===== src/rtl/prover_v_round_ctrl_if.sv =====
// Handshake and bank-facing signal bundle for prover_v_round_ctrl.
// The slave modport is the controller's view; master is the host/bank side.
`ifndef F_NBITS
`define F_NBITS 16
`endif
`ifndef F_Q
`define F_Q 65521
`endif

interface prover_v_round_ctrl_if #(
  parameter int unsigned nRndBits = 4
);
  logic                    start;
  logic                    start_ready;
  logic                    abort;
  logic [`F_NBITS-1:0]     tau_in;
  logic                    tau_valid;
  logic                    tau_ready;
  logic                    bank_en;
  logic                    bank_restart;
  logic [`F_NBITS-1:0]     bank_tau;
  logic [`F_NBITS-1:0]     bank_m_tau_p1;
  logic                    bank_ready_pulse;
  logic                    bank_final_ready;
  logic [`F_NBITS-1:0]     bank_final_out;
  logic [`F_NBITS-1:0]     result;
  logic                    result_valid;
  logic                    result_ready;
  logic                    result_err;
  logic [nRndBits-1:0]     round;
  logic                    busy;

  modport slave (
    input  start, abort, tau_in, tau_valid, bank_ready_pulse, bank_final_ready,
           bank_final_out, result_ready,
    output start_ready, tau_ready, bank_en, bank_restart, bank_tau, bank_m_tau_p1,
           result, result_valid, result_err, round, busy
  );

  modport master (
    output start, abort, tau_in, tau_valid, bank_ready_pulse, bank_final_ready,
           bank_final_out, result_ready,
    input  start_ready, tau_ready, bank_en, bank_restart, bank_tau, bank_m_tau_p1,
           result, result_valid, result_err, round, busy
  );
endinterface


===== src/rtl/prover_v_round_ctrl.sv =====
// Sum-check round sequencer: collects one challenge per round, fires the fold bank,
// and captures the bank's final value after nCopyBits rounds.
`ifndef F_NBITS
`define F_NBITS 16
`endif
`ifndef F_Q
`define F_Q 65521
`endif

module prover_v_round_ctrl #(
  parameter int unsigned nCopyBits = 8,
  parameter int unsigned nRndBits  = $clog2(nCopyBits + 1)
) (
  input logic                  clk,
  input logic                  rst,
  prover_v_round_ctrl_if.slave bus
);

  localparam int unsigned          FW       = `F_NBITS;
  localparam logic [FW:0]          QExt     = (FW + 1)'(`F_Q);
  localparam logic [FW-1:0]        QVal     = FW'(`F_Q);
  localparam logic [nRndBits-1:0]  RoundMax = nRndBits'(nCopyBits);

  typedef enum logic [2:0] {
    StIdle,
    StWaitTau,
    StFire,
    StWaitBank,
    StDone,
    StDrain
  } state_e;

  state_e              state_q, state_d;
  logic [nRndBits-1:0] round_q, round_d, round_inc;
  logic                restart_pending_q, restart_pending_d;
  logic [FW-1:0]       bank_tau_q, bank_tau_d;
  logic [FW-1:0]       m_tau_q, m_tau_d;
  logic [FW:0]         m_tau_ext;
  logic [FW-1:0]       result_q, result_d;
  logic                result_err_q, result_err_d;

  // (1 - tau) mod q lifted into [1, q]; the extra bit keeps q + 1 - tau from wrapping.
  always_comb begin
    m_tau_ext = QExt + (FW + 1)'(1) - {1'b0, bus.tau_in};
    if (bus.tau_in == '0) begin
      m_tau_ext = (FW + 1)'(1);
    end
  end

  assign round_inc = (round_q == RoundMax) ? round_q : round_q + 1'b1;

  always_comb begin
    state_d           = state_q;
    round_d           = round_q;
    restart_pending_d = restart_pending_q;
    bank_tau_d        = bank_tau_q;
    m_tau_d           = m_tau_q;
    result_d          = result_q;
    result_err_d      = result_err_q;

    unique case (state_q)
      StIdle: begin
        if (bus.start && !bus.abort) begin
          state_d           = StWaitTau;
          round_d           = '0;
          restart_pending_d = 1'b1;
        end
      end
      StWaitTau: begin
        if (bus.abort) begin
          state_d = StIdle;
        end else if (bus.tau_valid) begin
          bank_tau_d = bus.tau_in;
          m_tau_d    = m_tau_ext[FW-1:0];
          state_d    = StFire;
        end
      end
      StFire: begin
        if (bus.abort) begin
          state_d = StIdle;
        end else begin
          restart_pending_d = 1'b0;
          state_d           = StWaitBank;
        end
      end
      StWaitBank: begin
        if (bus.abort) begin
          state_d = StDrain;
        end else if (bus.bank_ready_pulse) begin
          round_d = round_inc;
          if (round_inc == RoundMax) begin
            // Capture on the final pulse so result_valid rises the very next cycle.
            state_d      = StDone;
            result_d     = bus.bank_final_out;
            result_err_d = ~bus.bank_final_ready;
          end else begin
            state_d = StWaitTau;
          end
        end
      end
      StDone: begin
        if (bus.abort || bus.result_ready) begin
          state_d = StIdle;
        end
      end
      StDrain: begin
        // The bank is mid-round; wait it out so the next restart is clean.
        if (bus.bank_ready_pulse) begin
          state_d = StIdle;
        end
      end
      default: state_d = StIdle;
    endcase
  end

  always_ff @(posedge clk or posedge rst) begin
    if (rst) begin
      state_q           <= StIdle;
      round_q           <= '0;
      restart_pending_q <= 1'b0;
      bank_tau_q        <= '0;
      m_tau_q           <= '0;
      result_q          <= '0;
      result_err_q      <= 1'b0;
    end else begin
      state_q           <= state_d;
      round_q           <= round_d;
      restart_pending_q <= restart_pending_d;
      bank_tau_q        <= bank_tau_d;
      m_tau_q           <= m_tau_d;
      result_q          <= result_d;
      result_err_q      <= result_err_d;
    end
  end

  // Abort during FIRE must cancel the trigger in the same cycle.
  assign bus.bank_en       = (state_q == StFire) && !bus.abort;
  assign bus.bank_restart  = bus.bank_en && restart_pending_q;
  assign bus.start_ready   = (state_q == StIdle);
  assign bus.busy          = (state_q != StIdle);
  assign bus.tau_ready     = (state_q == StWaitTau);
  assign bus.result_valid  = (state_q == StDone);
  assign bus.bank_tau      = bank_tau_q;
  assign bus.bank_m_tau_p1 = m_tau_q;
  assign bus.result        = result_q;
  assign bus.result_err    = result_err_q;
  assign bus.round         = round_q;

  a_tau_in_range: assert property (@(posedge clk) disable iff (rst)
    (bus.tau_valid && bus.tau_ready) |-> (bus.tau_in < QVal));

  a_fire_one_cycle: assert property (@(posedge clk) disable iff (rst)
    (state_q == StFire) |=> (state_q != StFire));

  a_round_saturates: assert property (@(posedge clk) disable iff (rst)
    round_q <= RoundMax);

  a_m_tau_in_field: assert property (@(posedge clk) disable iff (rst)
    (state_q == StFire) |-> (m_tau_q != '0 && m_tau_q <= QVal));

  a_bank_args_stable: assert property (@(posedge clk) disable iff (rst)
    (state_q == StWaitBank) |=> ($stable(bank_tau_q) && $stable(m_tau_q)));

endmodule


===== src/flat_wrapper.sv =====
// flat-port wrapper written by rule: the top's interface ports become plain ports
module prover_v_round_ctrl_flat 
#(
  parameter int unsigned nCopyBits = 8,
  parameter int unsigned nRndBits  = $clog2(nCopyBits + 1)
)
  (clk, rst, bus_start, bus_abort, bus_tau_in, bus_tau_valid, bus_bank_ready_pulse, bus_bank_final_ready, bus_bank_final_out, bus_result_ready, bus_start_ready, bus_tau_ready, bus_bank_en, bus_bank_restart, bus_bank_tau, bus_bank_m_tau_p1, bus_result, bus_result_valid, bus_result_err, bus_round, bus_busy);
  prover_v_round_ctrl_if #(.nRndBits(nRndBits)) bus_i ();
  input logic clk;
  input logic rst;
  input wire logic [$bits(bus_i.start)-1:0] bus_start;
  input wire logic [$bits(bus_i.abort)-1:0] bus_abort;
  input wire logic [$bits(bus_i.tau_in)-1:0] bus_tau_in;
  input wire logic [$bits(bus_i.tau_valid)-1:0] bus_tau_valid;
  input wire logic [$bits(bus_i.bank_ready_pulse)-1:0] bus_bank_ready_pulse;
  input wire logic [$bits(bus_i.bank_final_ready)-1:0] bus_bank_final_ready;
  input wire logic [$bits(bus_i.bank_final_out)-1:0] bus_bank_final_out;
  input wire logic [$bits(bus_i.result_ready)-1:0] bus_result_ready;
  output wire logic [$bits(bus_i.start_ready)-1:0] bus_start_ready;
  output wire logic [$bits(bus_i.tau_ready)-1:0] bus_tau_ready;
  output wire logic [$bits(bus_i.bank_en)-1:0] bus_bank_en;
  output wire logic [$bits(bus_i.bank_restart)-1:0] bus_bank_restart;
  output wire logic [$bits(bus_i.bank_tau)-1:0] bus_bank_tau;
  output wire logic [$bits(bus_i.bank_m_tau_p1)-1:0] bus_bank_m_tau_p1;
  output wire logic [$bits(bus_i.result)-1:0] bus_result;
  output wire logic [$bits(bus_i.result_valid)-1:0] bus_result_valid;
  output wire logic [$bits(bus_i.result_err)-1:0] bus_result_err;
  output wire logic [$bits(bus_i.round)-1:0] bus_round;
  output wire logic [$bits(bus_i.busy)-1:0] bus_busy;
  assign bus_i.start = bus_start;
  assign bus_i.abort = bus_abort;
  assign bus_i.tau_in = bus_tau_in;
  assign bus_i.tau_valid = bus_tau_valid;
  assign bus_i.bank_ready_pulse = bus_bank_ready_pulse;
  assign bus_i.bank_final_ready = bus_bank_final_ready;
  assign bus_i.bank_final_out = bus_bank_final_out;
  assign bus_i.result_ready = bus_result_ready;
  assign bus_start_ready = bus_i.start_ready;
  assign bus_tau_ready = bus_i.tau_ready;
  assign bus_bank_en = bus_i.bank_en;
  assign bus_bank_restart = bus_i.bank_restart;
  assign bus_bank_tau = bus_i.bank_tau;
  assign bus_bank_m_tau_p1 = bus_i.bank_m_tau_p1;
  assign bus_result = bus_i.result;
  assign bus_result_valid = bus_i.result_valid;
  assign bus_result_err = bus_i.result_err;
  assign bus_round = bus_i.round;
  assign bus_busy = bus_i.busy;
  prover_v_round_ctrl #(.nCopyBits(nCopyBits), .nRndBits(nRndBits)) u_core (.clk(clk), .rst(rst), .bus(bus_i));
endmodule

===== config.mk =====
export PLATFORM = sky130hd
export DESIGN_NAME = prover_v_round_ctrl_flat
export DESIGN_NICKNAME = d
export VERILOG_FILES = /design/src/rtl/prover_v_round_ctrl_if.sv /design/src/rtl/prover_v_round_ctrl.sv /design/src/flat_wrapper.sv
export SDC_FILE = /design/constraint.sdc
export NUM_CORES = 1
export LEC_CHECK = 0
export ABC_AREA = 1
export CAP_MARGIN = 5
export CELL_PAD_IN_SITES_DETAIL_PLACEMENT = 0
export CELL_PAD_IN_SITES_GLOBAL_PLACEMENT = 1
export CORE_MARGIN = 1
export CORE_UTILIZATION = 25
export DETAILED_ROUTE_END_ITERATION = 16
export PLACE_DENSITY_LB_ADDON = 0.08
export SETUP_SLACK_MARGIN = 0.5
export SLEW_MARGIN = 20
export SYNTH_ARGS = -nofsm -noshare
export SYNTH_HDL_FRONTEND = slang
export SYNTH_SLANG_ARGS = --single-unit

===== constraint.sdc =====
create_clock -name clk -period 3.95 [get_ports clk]
set_input_delay 0.395 -clock clk [delete_from_list [all_inputs] [get_ports clk]]
set_output_delay 0.395 -clock clk [all_outputs]
set_load 0.02 [all_outputs]

## After elaboration in Yosys (flattened, before gate mapping)

Index checks and enable logic that the tools add are counted.

- Add/subtract/negate cells: 2
- Reductions and logical operators: 15
- Mux-type cells: 19
- Bitwise operators: 2
- Equal/unequal tests: 15

Operators with widths:

| cell | count |
|---|---|
| $mux W3 | 8 |
| $pmux W3 S6 | 1 |
| $logic_not A16 Y1 | 1 |
| $mux W16 | 1 |
| $mux W4 | 4 |
| $sub A16 B16 Y16 const A | 1 |
| $eq A4 B4 Y1 const B | 2 |
| $ne A2 B2 Y1 const B | 4 |
| $pmux W4 S2 | 1 |
| $reduce_and A4 Y1 | 2 |
| $eq A3 B2 Y1 const B | 2 |
| $eq A3 B3 Y1 const B | 2 |
| $ne A3 B3 Y1 const B | 2 |
| $reduce_and A3 Y1 | 2 |
| $reduce_and A5 Y1 | 1 |
| $add A4 B1 Y4 const B | 1 |
| $ne A2 B1 Y1 const B | 2 |
| $reduce_bool A2 Y1 | 2 |
| $eq A3 B1 Y1 const B | 1 |
| $logic_and A1 B1 Y1 | 3 |
| $logic_not A3 Y1 | 1 |
| $reduce_bool A3 Y1 | 1 |
| $mux W1 | 2 |
| $mux W2 | 1 |
| 4 further kinds | 5 |

- Register bits after elaboration: 57
- Word-level logic and storage cells: 60
- Input port bits: 40
- Output and inout bits: 59

## Depth between registers and ports, before layout

- Word-level depth: 7
- Gate-level depth with buffers: 11
- Depth with buffers taken out: 11

## Least setup slack after synthesis

No wires, ideal clock.

- Path kind: flip-flop to output port
- From: register u_core.state_q[1]
- To: output bus_busy
- Cell stages (with the launch flop): 3
- Arrival time: 1373 ps
- Slack: 2182 ps
- Cell sequence: dfrtp_1 > nor3_1 > inv_1

- Cells in the longest elaborated chain, start to end: 1

Ends and longest elaborated chain:

| what | RTL line | source |
|---|---|---|
| start, declared | prover_v_round_ctrl.sv:33 | `state_e state_q, state_d;` |
| start signal, assigned | prover_v_round_ctrl.sv:118 | `state_q <= StIdle;` |
| start signal, assigned | prover_v_round_ctrl.sv:126 | `state_q <= state_d;` |
| $reduce_bool A3 Y1 | prover_v_round_ctrl.sv:140 | `assign bus.busy = (state_q != StIdle);` |
| end, declared | flat_wrapper.sv:29 | `output wire logic [$bits(bus_i.busy)-1:0] bus_busy;` |

No other way between the ends.

## Final worst setup path

- From: register u_core.round_q[0] (netlist: u_core.bus.round[0])
- To: register u_core.result_q[10] (netlist: u_core.bus.result[10])

- Cells in the longest elaborated chain, start to end: 4
- Elaborated cells on any way between the ends: 5
- Classes of those cells: add/sub: 1; eq/ne: 2; mux: 1; reduce/logical: 1

Ends and longest elaborated chain:

| what | RTL line | source |
|---|---|---|
| start, declared | prover_v_round_ctrl.sv:34 | `logic [nRndBits-1:0] round_q, round_d, round_inc;` |
| start signal, assigned | prover_v_round_ctrl.sv:127 | `round_q <= round_d;` |
| $add A4 B1 Y4 / $eq A4 B4 Y1 (equally long branches) | prover_v_round_ctrl.sv:50 | `assign round_inc = (round_q == RoundMax) ? round_q : round_q + 1'b1;` |
| $mux W4 * | prover_v_round_ctrl.sv:50 |  |
| $eq A4 B4 Y1 * | prover_v_round_ctrl.sv:91 | `if (round_inc == RoundMax) begin` |
| $reduce_and A4 Y1 (no source line) * | - |  |
| end signal, assigned | prover_v_round_ctrl.sv:131 | `result_q <= result_d;` |
| end, declared | prover_v_round_ctrl.sv:39 | `logic [FW-1:0] result_q, result_d;` |

Every way passes the cells marked *; elsewhere a longest branch is shown, timed or not.
A chain may end at the register's enable or synchronous reset.

==> impl_metrics.json <==
{
  "wl_per_cell_um": 13.0,
  "gr-total-overflow": 0,
  "path_class": "reg -> reg",
  "clk_latency_ns": 0.32,
  "crit_family": "simple AND/OR/NAND/NOR gates",
  "filler_cell_count": 1159,
  "nets": 502,
  "clk_pin_slew_ns": 0.05,
  "yosysUniqueCellTypes": 23,
  "multi_input_area_um2": 1160,
  "dieArea_um2": 11800,
  "fin_crit_sh_pct": 60.2,
  "critical_path.startpoint_type": "flip-flop",
  "preCtsSetupSlack_ns": 1.49,
  "grt_first_pass_wirelength_um": 12600,
  "drtIter0Drc": 83,
  "ctsHoldBuffers": 0,
  "cp_slowest_stage_delay_ns": 0.74,
  "yosys_warnings": 0,
  "syn_area_um2": 2840,
  "synth.most_common_cell": "nand2_1",
  "fin_area_um2": 4300,
  "drv_cap": 0,
  "ant_nets": 0,
  "ys_seq_area_share_pct": 50.3,
  "start_util_pct": 25.9,
  "grt_pass1_vias": 2566,
  "path_cells": "inv_1, ha_1, nand3_1, nand2_1, nand2_1, nor2_1, nand4_2, nand2_1, o21ai_2",
  "core-area_um2": 10900,
  "grt.total_usage_pct": 14.2,
  "cts_max_path_buffers": 2,
  "fmax_mhz": 421,
  "maxSlewViolCount": 0,
  "crit_top_cell": "nand2_1",
  "placed_area_um2": 3970,
  "cts_inserted_buffers": 9,
  "timing.setup.tns_ns": 0,
  "ctsHtreeMaxLevel": 3,
  "slew_headroom_pct": 38.2,
  "gp_congestion": 0.771,
  "endpoint_kind": "flip-flop",
  "report.power.total_w": 0.00284,
  "netlist.area_leader.share_pct": 50.3,
  "antenna_found_initial": 0,
  "root_buffer": "clkbuf_16",
  "area_growth_pct": 51.5,
  "grt_max_degree": 35,
  "crit_path_max_fanout": 34,
  "finalCriticalPeriod_ns": 2.38,
  "syn_area_per_cell_um2": 7.99,
  "ctsResizeCount": 0,
  "finalClockSkew_ns": 0.00512,
  "num_rows": 38,
  "drive_gt1_share_pct": 8.21,
  "synth_top_cell_by_area": "dfrtp_1",
  "yosys_most_used_dff": "dfrtp_1",
  "p_per_area_nw_per_um2": 660,
  "hp-class": "in -> async",
  "post_cts_buffers": 0,
  "seqCellArea_um2": 1430,
  "status": "finished, final reports clean",
  "ios": 99,
  "die_h_um": 109,
  "viasPerCell": 4.29,
  "critPathSlowestCell": "nand4_2",
  "arrival_ns": 2.56,
  "synth_edf_count": 0,
  "synthArstFlopShare_pct": 100,
  "synth_fp_nets": 399,
  "drc": 0,
  "die_w_um": 109,
  "dr.pass1.iters": 4,
  "hold_viol": 0,
  "numPortBuffers": 98,
  "irDropWorstVdd_mv": 0.193,
  "ys_ff_latch": 57,
  "num_vias": 2588,
  "p_leak_nw": 2.05,
  "tightest_slew_ns": 0.925,
  "cts_tree": "yes",
  "rsz0062_at_grt": "false",
  "routed_wl_um": 7870,
  "path_buf_inv": 1,
  "cp.required_ns": 4.13,
  "diodes": 0,
  "ys_top_cells_by_area": "dfrtp_1 50%, nand2_1 13%, inv_1 6.9%",
  "clkSinkCount": 57,
  "timing.final.ws_setup_ns": 1.57,
  "setup_viol": 0,
  "synthCells": 355,
  "yosys-top-cells-count": "102 x nand2_1, 57 x dfrtp_1, 52 x inv_1, 34 x o21ai_1, 21 x nand3_1",
  "dp_hpwl_um": 6030
}
sequential cells by signal, indices dropped and copies added, names as in the netlist:
name                      cells
u_core.bus.bank_tau          16
u_core.state_q                3
u_core.bus.bank_m_tau_p1     16
u_core.bus.result            16
u_core.bus.round              4
u_core.restart_pending_q      1
u_core.bus.result_err         1
metal layers:
layer  GRT usage [%]  vias up  part of all wire [%]
met1            17.8     1154                    44
met4            5.12        0                   1.8
met2            22.3       87                    46
met3            5.30       12                   7.8
met5               0        -                     0
li1                -     1335                     -
worst paths after layout:
kind                                       start                     endpoint  slack (ns)  cells after the start
setup / recovery             u_core.bus.round[0]        u_core.bus.result[10]        1.57                      9
hold / removal                               rst        u_core.bus.result[12]        0.48                      2
setup reg to reg             u_core.bus.round[0]        u_core.bus.result[10]        1.57                      9
hold reg to reg            u_core.bus.result[10]        u_core.bus.result[10]        0.48                      2
max in group asynchronous                    rst  u_core.bus.bank_m_tau_p1[6]        2.65                      3
min in group clk           u_core.bus.result[10]        u_core.bus.result[10]        0.48                      2
cells in the final DEF, fill, tap and decap left out, drive strengths merged:
cell	count
nand2	103
clkbuf	11
ha	4
buf	2
xnor2	1
a21oi	7
xor2	6
inv	56
bufinv	2
nor3	7
nor2	21
nand3	23
and3	1
clkinvlp	1
nand4	12
clkdlybuf4s50	98
clkinv	2
dfrtp	57
o21ai	49
power by group:
group	total [W]	switching (W)	internal, W
sequential	0.000875	0.000118	0.000757
combinational	0.00111	0.000616	0.000495
clock	0.000852	0.000269	0.000584
total	0.00284	0.00100	0.00184
logic make-up (layout without fill, tap and decap cells):
kind of cell / count (synthesis) / after routing / synth area share (%)
buffers and inverters: 64 / 172 / 8.82
and+or+nand+nor: 167 / 167 / 25.8
DFF: 57 / 57 / 50.3
xor gates and xnor gates: 7 / 7 / 2.16
AOI/OAI and AO/OA: 56 / 56 / 11.2
adders and majority gates: 4 / 4 / 1.76
metrics by stage:
| step | hold WS, ns | std cells | utilization [%] |
|---|---|---|---|
| 2_1_floorplan | 0.490 | 355 | - |
| 3_3_place_gp | 0.464 | 587 | 36.3 |
| 3_5_place_dp | 0.468 | 587 | 36.3 |
| 6_report | 0.480 | 603 | 39.3 |
| 5_1_grt | 0.503 | 603 | 39.3 |
| 4_1_cts | 0.485 | 603 | 39.3 |
final cells by class:
class | count | share of cell area (%)
multi-input cells | 234 | 27.0
clock inverters | 5 | 1.80
clock buffers | 11 | 5.88
repair buffers | 100 | 23.2
well taps | 140 | 4.07
inverters | 56 | 4.89
flip-flops and latches | 57 | 33.2
Power figures use the tool's default switching activity.
